<file path="config.mk">
export PLATFORM = sky130hd
export DESIGN_NAME = sig_lfsr
export DESIGN_NICKNAME = d
export VERILOG_FILES = /design/src/rtl/cone_chk_pkg.sv /design/src/rtl/cone_exh_checker_sig_lfsr.sv
export SDC_FILE = /design/constraint.sdc
export NUM_CORES = 1
export LEC_CHECK = 0
export CAP_MARGIN = 20
export CORE_UTILIZATION = 46
export DETAILED_ROUTE_END_ITERATION = 6
export PLACE_DENSITY = 0.91
export SLEW_MARGIN = 10
export SYNTH_ARGS = -nofsm -noshare
export SYNTH_HDL_FRONTEND = slang
export SYNTH_SLANG_ARGS = --single-unit
</file>
<file path="constraint.sdc">
create_clock -name clk -period 1.75 [get_ports clk]
set_clock_uncertainty 0.05 [all_clocks]
set_input_delay 0.35 -clock clk [delete_from_list [all_inputs] [get_ports clk]]
set_output_delay 0.35 -clock clk [all_outputs]
set_load 0.1 [all_outputs]
</file>
<file path="src/rtl/cone_chk_pkg.sv">
// Shared types and constants for the exhaustive cone equivalence checker.
// Also holds the signature step function used by the signature register.
package cone_chk_pkg;

    typedef enum logic [1:0] {
        IDLE  = 2'd0,
        RUN   = 2'd1,
        DRAIN = 2'd2,
        DONE  = 2'd3
    } state_t;

    localparam logic [15:0] SIG_POLY = 16'h1021;
    localparam logic [15:0] SIG_SEED = 16'hFFFF;
    localparam int          LAT_MAX  = 7;

    // One Galois step: shift left and fold in the polynomial when the feedback bit is set.
    function automatic logic [15:0] sig_step(input logic [15:0] s, input logic d);
        logic fb;
        fb = s[15] ^ d;
        return {s[14:0], 1'b0} ^ (fb ? SIG_POLY : 16'h0000);
    endfunction

endpackage

</file>
<file path="src/rtl/cone_exh_checker_sig_lfsr.sv">
// 16-bit Galois signature register compacting the cone-under-test response stream.
// The seed is loaded on reset and on load; shift folds in one response bit.
module sig_lfsr
    import cone_chk_pkg::*;
(
    input  logic        clk,
    input  logic        rst_n,
    input  logic        load,
    input  logic        shift,
    input  logic        din,
    output logic [15:0] sig
);

    always_ff @(posedge clk) begin
        if (!rst_n) begin
            sig <= SIG_SEED;
        end else if (load) begin
            sig <= SIG_SEED;
        end else if (shift) begin
            sig <= sig_step(sig, din);
        end
    end

endmodule

</file>
Yosys cells after proc, flatten, opt, wreduce, memory -nomap -nowiden
Index checks and enable logic that the tools add are counted.
{ "totals": {"regBits": 16, "inputBits": 5, "output_inout_bits": 16, "word_cells": 6} }
{ "classes": {"n_mux": 1, "n_bitwise": 3, "n_reduce_logical": 1} }
{ "ops": {"columns": ["operator", "count"], "rows": [
  ["16-bit by 13-bit bitwise XOR with 16-bit output", 1],
  ["13-bit 2-to-1 mux", 1],
  ["2-bit OR reduction", 1],
  ["1-bit NOT", 1],
  ["1-bit bitwise XOR", 1]
]} }

Longest topological paths before layout
Gate-level depths: netlist of run 1.
{ "logic_depth": {"word_depth": 3, "depth_mapped": 4, "ltp_nobuf": 2} }

Least setup slack after synthesis of run 1
No wires, ideal clock.
{ "synth_timing": {"path_type": "reg2reg", "start": "reg sig[15]", "end": "reg sig[5]", "setup_ns": 0.073, "arrival_time_ns": 1.691, "t_required_ns": 1.627, "path_slack_ns": -0.064, "stages_incl_launch_ff": 3, "n_path_buf": 0, "synth_period_minus_slack_ns": 1.814, "cell_sequence": "dfxtp_1 > xnor3_1 > o211ai_2"} }
{ "synth_via": {"elab_chain_cells": 3} }
{ "synth_rtl": {"columns": ["item", "line", "rtl"], "rows": [
  ["start: declaration", "cone_exh_checker_sig_lfsr.sv:11", "output logic [15:0] sig"],
  ["start signal: assignment", "cone_exh_checker_sig_lfsr.sv:20", "sig <= sig_step(sig, din);"],
  ["1-bit bitwise XOR", "cone_chk_pkg.sv:19", "fb = s[15] ^ d;"],
  ["13-bit 2-to-1 mux", "cone_chk_pkg.sv:20", "return {s[14:0], 1'b0} ^ (fb ? SIG_POLY : 16'h0000);"],
  ["16-bit by 13-bit bitwise XOR with 16-bit output", "cone_chk_pkg.sv:20", null]
]} }
No other way between the ends.
A chain may end at the register's enable or synchronous reset.

Worst setup path in the final report of run 1
{ "layout_timing": {"start": "reg sig[0]", "end": "out sig[0]"} }
No word-level cell between the ends.

==> results of run 1 <==
-- synthesized netlist by cell type --
cell      count
dfxtp_1      16
mux2i_1      13
nand2_1      13
nand2b_1      3
buf_2         2
o211ai_1      2
xnor3_1       2
buf_4         1
clkbuf_1      1
inv_1         1
nor2b_1       1
o211ai_2      1
xnor2_1       1
-- final cells by class --
cell class | instances | area, um2 | share of cell area
inverter | 1 | 3.75 | 0.00357
clock buffer | 4 | 36.3 | 0.0345
tap | 14 | 17.5 | 0.0166
sequential | 16 | 322 | 0.306
multi-input combinational | 36 | 285 | 0.271
timing repair buffer | 22 | 388 | 0.369
-- path summary, 6_finish.rpt --
path	cells past startpoint	end	slack (ns)
max reg2reg	2	sig[12]	0.53
min reg2reg	2	sig[15]	0.53
min	2	sig[15]	0.53
max	1	sig[0]	0.41
-- per-layer routing --
| metal | track usage | vias up | part of all wire |
|---|---|---|---|
| met5 | 0 | - | 0 |
| met4 | 0.112 | 0 | 0.035 |
| met3 | 0.127 | 6 | 0.064 |
| met2 | 0.463 | 23 | 0.55 |
| met1 | 0.232 | 234 | 0.35 |
| li1 | - | 232 | - |
-- kinds of logic (layout without fill, tap and decap cells) --
kind of cell,after synthesis,after routing,synth area share
muxes,13,13,0.206
buffers and inverters,5,27,0.0397
xor gates and xnor gates,3,3,0.0853
DFF,16,16,0.508
AOI/OAI and AO/OA,3,3,0.0436
and+or+nand+nor,17,17,0.117
-- worst register-to-register path, delay by kind of cell, from the launching register on --
kind / cells / cell delay [ns]
compound gates: 1 / 0.22
xor+xnor: 1 / 0.44
flops: 1 / 0.44
-- through the flow --
step | power (mW) | cells | area [um2] | utilization
after floorplan | 0.439 | 57 | 632 | -
after global placement | 0.473 | 89 | 1020 | 0.857
after detailed placement | 0.476 | 89 | 1020 | 0.857
after CTS | 0.723 | 93 | 1050 | 0.887
after global routing | 0.743 | 93 | 1050 | 0.887
final | 0.715 | 93 | 1050 | 0.887
-- power groups by stage --
stage	combinational [mW]	sequential [mW]	clock, mW
after floorplan	0.0316	0.407	0
after global placement	0.0918	0.381	0
after detailed placement	0.0946	0.382	0
after CTS	0.0963	0.374	0.253
after global routing	0.0998	0.374	0.269
final	0.0958	0.374	0.245
==> run summary, run 1 <==
For this block, the routed nets add up to 1.56 mm of wire. The number of warning messages in the yosys log came out at 0. The final hold violation count is 0. The placement row count is 12. TritonCTS built the clock tree. The worst slew margin relative to its limit came out at 0.877. The worst hold path belongs to the class flop to flop.

At the pin with the least slew margin, the transition time is 0.179 ns. The clock slew seen by the registers of the worst setup and hold paths came out at 0.09 ns. The internal cell power is 536 uW.

The startpoint of the tightest hold check path is sig[15]. The leading area contributor after synthesis is dfxtp_1. Leaving out fill and tap cells, the most frequent cells in the layout are buf_12 (17), dfxtp_1 (15), mux2i_1 (13), nand2_1 (13), clkdlybuf4s50_1 (4). Dividing the detail-routed wire length by the instance count gives 16.7 um. The count of boundary I/O pins came out at 21. The number of violations reported at the end of detailed-routing iteration 0 came out at 7. The period utilization came out at 0.765.

For this run, the detailed router's first-pass iteration total came to 2. Of the total power, combinational logic draws 0.134. The net count after synthesis is 62. STA classifies the critical path startpoint as a flop. The count of buffers inserted at the top-level ports is 20. In this run the clock root is driven by a clkbuf_4. The share of total power dissipated in the clock network is 0.343. Counting flops per register, the top entry is sig.

The clock latency on the worst-skew pair came out at 0.29 ns. Of the total power, the share spent switching nets is 0.250. The total track usage came out at 0.255. The biggest cell delay along the critical path came out at 0.43 ns. The remaining design rule violation count came out at 0. The share of total power dissipated in sequential elements is 0.523. After global routing the overflow that remains totals 0. The routability-driven placement congestion ratio is 0.750. The total leakage power is 0.498 nW. On the critical path, the stage with the largest delay is an instance of dfxtp_1.

The share of post-route cells with drive strength above 1 came out at 0.304. The initial utilization of the core area, before any placement, comes to 0.532. Hold repair after CTS inserted 0 buffers. The critical path buffer and inverter count came out at 1. Setup repair after global routing left no endpoint under its margin. The number of sinks driven by the clock tree came out at 16. The die covers 0.00152 mm2. Post-CTS timing repair inserted 0 buffers for setup. In this run the worst setup path begins at sig[0].

The average instance in the mapped netlist occupies 11.1 um2. The required time of the critical path came out at 1.35 ns. The detailed-route via count is 495. The worst slack at placement is 0.224 ns. The count of distinct cell types in the synthesized netlist came out at 13. The synthesized flop and latch total is 16. The number of pins exceeding their max-slew limit in the final report is 0.

The count of H-tree levels built during CTS is 1. The final critical path time including I/O delays and setup came out at 1.34 ns. The peak fanout along the critical path is 3. The flip-flop count of the largest register, all copies and words added is 16.

The final-layout setup total negative slack is 0 ns. Post-CTS repair changed the size of 0 cells. The area growth from synthesis to layout came out at 66.9%. After synthesis, the cell types taking the most area are dfxtp_1 (51%), mux2i_1 (21%), nand2_1 (7.7%). The flow ran to the end, and the final reports show no timing, DRC or antenna violations. Of the post-synthesis cell area, the dominant cell type holds 0.508.

The number of buffers added by the clock tree synthesis step came out at 3. The sequential area share after synthesis is 0.508. The post-route worst hold slack came out at 0.535 ns. Traced cell by cell, the critical path runs through buf_12. The data arrival time at the worst-slack endpoint came out at 0.94 ns. The die boundary width came out at 39.0 um. The number of antenna diodes in the final layout is 0. The largest net degree at the start of global routing is 18.

The maximum frequency from static timing analysis is 747 MHz. The power per standard cell area came out at 679 mW/mm2. The number of standard cells after synthesis came out at 57. The worst setup path is captured at an output pin.

The first-pass GRT wire length is 2.42 mm. The via count of the first global-routing pass is 526. In this run the cell area of the synthesized design comes to 631 um2. The area of the core came out at 0.00119 mm2.

The number of antenna violations at the first check in global routing came out at 0. Setup violations remaining at the end of the flow were counted as 0. In this run the power spent charging and discharging nets is 179 uW.

Leaving out fill and tap cells, the most frequent cell in the layout is buf_12. Across the run, the number of max-cap violations was 0. The final critical-path setup slack came out at 0.411 ns. In this design, the largest share of critical-path delay is due to flip-flops. The critical path is of the flop to output pin type. After detailed routing, the number of vias per cell comes to 5.32.

In the final layout, the registers with the most flip-flops are sig (16). The estimated wirelength of the detail-placed design is 992 um. In this run the vertical extent of the chip is 39.0 um. The startpoint identified for the worst register-to-register timing path is sig[11]. The clock passes through at most 2 buffers.

After filler insertion, the fill cell instance count of the layout stands at 59. The maximum vdd ir drop is 0.554 mV. At the end of the flow, the number of nets in the layout was 85. The number of nets with antenna violations after detailed routing is 0.
(Power assumes the default switching activity.)
==> run 2: changes to the inputs <==
- CORE_UTILIZATION: 46 -> 38
- PLACE_DENSITY: 0.91 -> 0.82
- clock period: 1.75 -> 1.2 ns (I/O delays scaled with it)
==> run 2 against run 1 <==
Against the previous run:
- clock-buffer cell count unchanged
- die area up 20%
- first-iteration DRC count down 43%
- sequential power grew 44%
- utilization shrank 17 points
- non-clock buffer count grew 2
- register-to-register slack got worse by 0.39 ns
- critical endpoint is now sig[15]
- final cell count rose by 4.3%
- worst setup slack got worse by 0.37 ns
- global-route usage fell by 8.9 points
- wire length is 14% lower
- sequential share of layout area up 1.2 points
==> run summary, run 2 (synthesis gave the netlist of run 1 again) <==
Tracing the worst setup path back leads to its startpoint at sig[15]. At the end of the flow the core is filled with cells to 0.719. The root buffer cell chosen for the clock tree is clkbuf_4.

The number of nets with antenna violations after detailed routing came out at 0. The die is 42.7 um wide. In the routed layout, each cell is associated on average with a via count of 4.88. The number of clock buffers added by TritonCTS is 3. The number of pins exceeding their max-slew limit in the final report came to 0. The transition at the pin with the smallest max-transition slack is 0.166 ns. The setup fix buffers added after clock tree synthesis is 0.

The number of sinks driven by the clock tree is 16. The number of violations reported at the end of detailed-routing iteration 0 came out at 4. Along the worst path, the maximum fanout reaches 5. The register with the most flip-flops in the final layout is sig. The count of buffers inserted at the top-level ports is 20. The final critical path time including I/O delays and setup is 1.16 ns. The maximum vdd ir drop came out at 0.561 mV.

In this design, the largest share of critical-path delay is due to flip-flops. The internal reg-to-reg setup slack is 0.14 ns. The final hold violation count came out at 0. The total area of sequential cells is 348 um2. On the critical path, the stage with the largest delay is an instance of dfxtp_4. The critical path startpoint category is a flop. Entering global routing, the biggest net connects 18 pins. CTS built an H-tree with a depth of 1. In this run the critical register-to-register path is captured at sig[5].

The area growth from synthesis to layout came out at 73.8%. The estimated wirelength of the detail-placed design came out at 983 um. After detailed routing, the number of remaining DRC violations is 0. The count of nets after finishing is 87. The area used by multi-input combinational logic came out at 285 um2. Counting both buffers and inverters, the worst setup path holds a total of 1. The number of antenna violations at the first check in global routing came to 0. The maximum frequency from static timing analysis came out at 860 MHz. The beginning of the worst register-to-register path is sig[15]. The required time of the critical path came out at 0.91 ns.

The most common library cell in the layout ignoring fill and taps is buf_12. Setup repair after global routing left no endpoint under its margin. The clock reaches the later pin of the worst-skew pair after 0.29 ns. At the end of routability-driven placement, the weighted congestion stood at 0.703. The area of the core is 0.00152 mm2. For this configuration, the core starts out at a cell density of 0.414. Measured in cells, the most critical reg-to-reg path has a length of 2.

The clock tree from TritonCTS is built. Dividing total power by cell area gives a power density of 949 mW/mm2. The share of post-route cells with drive strength above 1 is 0.506. The biggest cell delay along the critical path came out at 0.40 ns. Setup violations remaining at the end of the flow were counted as 0. The first detailed-routing pass ran for 2 iterations. The critical path in this run is classified as flop to output pin. The longest clock path from root to sink contains 2 buffers. The max-cap violation count is 0. The placement row count came out at 14. The die outline height is 42.7 um. The via count of the first global-routing pass is 498. Summed over all cells, the static leakage comes to 0.503 nW. The worst setup path is captured at an output pin. The first-pass GRT wire length is 2.20 mm. In the layout the commonest cells are buf_12 (17), mux2i_1 (13), nand2_1 (13), dfxtp_2 (13), clkdlybuf4s50_1 (4). Clock-pin slew was measured on the worst setup and hold paths at 0.09 ns.

After clock tree synthesis, the flow added hold-fix buffers numbering 0. The most critical setup path has its endpoint at sig[15]. The number of gates resized after CTS was 0. The total power draw came out at 1.04 mW. The largest registers in the layout are sig (16). 21 I/O pins were placed. The post-detailed-routing wire length is 1.33 mm. The critical path depth in cells came out at 1. The floorplan step defined a die boundary enclosing 0.00183 mm2. The register with the most flip-flops in the layout has 16 of them. The filler cells instantiated in the layout total 104. Across all layers, the routed design uses 473 vias. The period utilization came out at 0.969. The worst slew margin relative to its limit is 0.886. The min-delay analysis places its worst path in the category flop to flop.

The total track usage is 0.165. The antenna diode instance count came out at 0. Traced cell by cell, the critical path runs through buf_12. The flow ran to the end, and the final reports show no timing, DRC or antenna violations. The average routed wire per standard cell is 13.7 um.

The data arrival time at the worst-slack endpoint is 0.87 ns. The total overflow left after global routing is 0.
[run 2: cell type report]
type                            instances  area share
Timing Repair Buffer                   24       0.368
Inverter                                1     0.00342
Tap cell                               16      0.0183
Clock buffer                            4      0.0331
Sequential cell                        16       0.317
Multi-Input combinational cell         36       0.260
[run 2: routing by layer]
metal | vias up | GRT usage | wire, um
met3 | 2 | 0.0340 | 56
li1 | 235 | - | -
met4 | 0 | 0.0938 | 21
met1 | 222 | 0.205 | 628
met2 | 14 | 0.264 | 626
met5 | - | 0 | 0
[run 2: worst min path at each step]
stage / cells past startpoint / startpoint / endpoint / slack, ns
3_5_place_dp: 2 / sig[10] / sig[10] / 0.45
5_1_grt: 2 / sig[8] / sig[8] / 0.50
4_1_cts: 2 / sig[10] / sig[10] / 0.48
6_report: 2 / sig[10] / sig[10] / 0.47
3_3_place_gp: 2 / sig[11] / sig[11] / 0.45
2_1_floorplan: 2 / din / sig[0] / 0.40
[run 2: through the flow]
step	std cells	hold slack (ns)	instance area [um2]	setup WS, ns	setup TNS, ns
finish	97	0.471	1100	0.0376	0
global route	97	0.497	1100	0.0000511	0
CTS	97	0.476	1100	0.0308	0
detailed placement	93	0.452	1060	-0.228	-2.73
global placement	93	0.446	1060	-0.166	-2.04
floorplan	57	0.396	658	-0.0514	-0.0514
[run 2: power breakdown]
group	switching [mW]	internal (mW)	leakage, nW	total [mW]
registers	0.00819	0.530	0.123	0.539
logic	0.0774	0.0672	0.359	0.145
clock network	0.172	0.185	0.0210	0.357
==> run 3: changes to the inputs <==
- CORE_UTILIZATION: 38 -> 46
- PLACE_DENSITY: 0.82 -> 0.91
- clock period: 1.2 -> 1.4 ns (I/O delays scaled with it)
==> run 3 against run 2 <==
Against the previous run:
- final cell count down 4.1%
- via count increased by 0.21%
- critical path depth unchanged
- global-route usage is 7.5 points higher
- combinational power fell by 17%
- wire length increased by 9.2%
==> run summary, run 3 (synthesis gave the netlist of run 1 again) <==
For this run, design rule violations remaining after detail routing come to 0. In this run the number of H-tree levels came out at 1. The flow ran to the end, and the final reports show no timing, DRC or antenna violations. The count of nets after finishing came out at 85. The number of pins exceeding their max-slew limit in the final report was 0. The area of the core came out at 0.00119 mm2. The floorplan step defined a die boundary enclosing 0.00152 mm2.

21 I/O pins were placed. The largest net degree at the start of global routing is 18. The effective utilization at floorplan is 0.532. The transition at the pin with the smallest max-transition slack came out at 0.180 ns. The internal cell power is 670 uW. The biggest cell delay along the critical path is 0.43 ns.

The die boundary width came out at 39.0 um. The peak fanout along the critical path came out at 3. The post-detailed-placement cell area is 0.00102 mm2.

Setup repair after global routing left no endpoint under its margin. The clock network fraction of total power is 0.349. The number of endpoints failing setup at the final stage is 0. The largest registers in the layout are sig (16).

STA classifies the critical path startpoint as a flop. The min-delay analysis places its worst path in the category flop to flop. The count of nets left with antenna violations once routing finished came out at 0. The via count of the first global-routing pass came out at 477.

The number of antenna violations at the first check in global routing is 0. The routed design could run at a clock period as short as 1.27 ns. The post-detailed-routing wire length is 1.46 mm.

Compared with the post-synthesis result, the final layout area differs by 67.1%. The maximum count of clock buffers along a single path came out at 2. The power per standard cell area is 854 mW/mm2. For this design, the sink count on the clock tree is 16. After the first detailed-routing iteration, the DRC count stood at 13.

The clock latency on the worst-skew pair is 0.30 ns. The maximum frequency from static timing analysis came out at 789 MHz. The final-layout setup total negative slack is 0 ns. The period utilization is 0.905. Port buffering added 20 buffers. Dividing the detail-routed wire length by the instance count gives 15.7 um.

The number of antenna diodes in the final layout is 0. The flip-flop count of the largest register, all copies and words added came out at 16. The estimated wirelength of the detail-placed design came out at 949 um. The total track usage came out at 0.240. Leaving out fill and tap cells, the most frequent cells in the layout are buf_12 (17), dfxtp_1 (14), mux2i_1 (13), nand2_1 (13), clkdlybuf4s50_1 (4).

The detailed router placed 474 vias in this run. The final hold violation count is 0. The number of buffers and inverters on the critical path is 1. The combinational fraction of design power came out at 0.133. Broken down by cell family, the worst path's largest delay share belongs to flip-flops. After clock tree synthesis, the clock-pin slew on the worst setup and hold paths is 0.10 ns.

The sort of element at the end of the critical path is an output pin. The maximum vdd ir drop came out at 0.609 mV. Of the cells placed in the final design, the portion with a size suffix greater than 1 is 0.316. The worst setup path is of the flop to output pin kind. In this run the power spent charging and discharging nets is 230 uW. For this design, the slowest cell found on the critical path is dfxtp_1.

The first-pass GRT wire length came out at 2.28 mm. The post-cts repair resize count is 0. Before antenna repair, the detailed router went through 4 iterations. The post-route cell area came out at 0.00105 mm2. The tool flagged a number of max-cap violations equal to 0.

Data arrives at the worst endpoint at 0.94 ns. Dividing the detail-routed via count by the number of cells gives 5.10. The tree is rooted in a clkbuf_4. The sequential group share of total power is 0.518.

The net switching share of the total power is 0.255. The placement row count is 12. Counting flops per register, the top entry is sig. The routability-driven placement congestion ratio is 0.735. The most common library cell in the layout ignoring fill and taps is buf_12. The number of buffers added by the clock tree synthesis step is 3. TritonCTS built the clock tree.

The setup fix buffers added after clock tree synthesis came out at 0. The required time of the critical path came out at 1.07 ns. The number of hold buffers added after cts is 0. The total leakage power came out at 0.498 nW. The signal on the critical path passes through buf_12. The global-route congestion overflow total is 0. The die outline height is 39.0 um. The worst slew margin relative to its limit came out at 0.877.
-- run 3: changes by cell type in the layout (fill, tap and decap cells not counted) --
cell	delta
buf_4	-2
dfxtp_2	-11
dfxtp_4	-3
dfxtp_1	+14
-- run 3: metrics by stage --
stage | hold slack [ns] | worst slack, ns | instances | power [mW] | util
after global routing | 0.523 | 0.0853 | 93 | 0.933 | 0.888
after global placement | 0.467 | 0.0216 | 89 | 0.591 | 0.858
after floorplan | 0.436 | -0.271 | 57 | 0.549 | -
final | 0.513 | 0.133 | 93 | 0.900 | 0.888
after detailed placement | 0.483 | -0.0391 | 89 | 0.595 | 0.858
after CTS | 0.518 | 0.132 | 93 | 0.904 | 0.888
-- run 3: final cells by class --
type / instances / area, um2
Clock buffer: 4 / 36.3
Fill cell: 48 / 133
Inverter: 1 / 3.75
Multi-Input combinational cell: 36 / 285
Sequential cell: 16 / 323
Tap cell: 14 / 17.5
Timing Repair Buffer: 22 / 388
-- run 3: worst paths after layout --
path | startpoint | to | slack [ns] | cells past startpoint
worst max-delay path | sig[6] | sig[6] | 0.13 | 1
worst min-delay path | sig[11] | sig[11] | 0.51 | 2
worst max register to register | sig[11] | sig[12] | 0.28 | 2
worst min register to register | sig[11] | sig[11] | 0.51 | 2
-- run 3: power groups by stage --
stage	sequential, mW	combinational (mW)	clock (mW)
after global placement	0.477	0.115	0
final	0.467	0.120	0.314
after global routing	0.468	0.123	0.343
after detailed placement	0.477	0.118	0
after floorplan	0.509	0.0395	0
after CTS	0.467	0.120	0.317
-- run 3: metal layers --
layer | wire length (um) | part of all wire | track usage
met1 | 574 | 0.39 | 0.257
met2 | 789 | 0.54 | 0.404
met3 | 77 | 0.053 | 0.104
met4 | 14 | 0.0096 | 0.103
met5 | 0 | 0 | 0
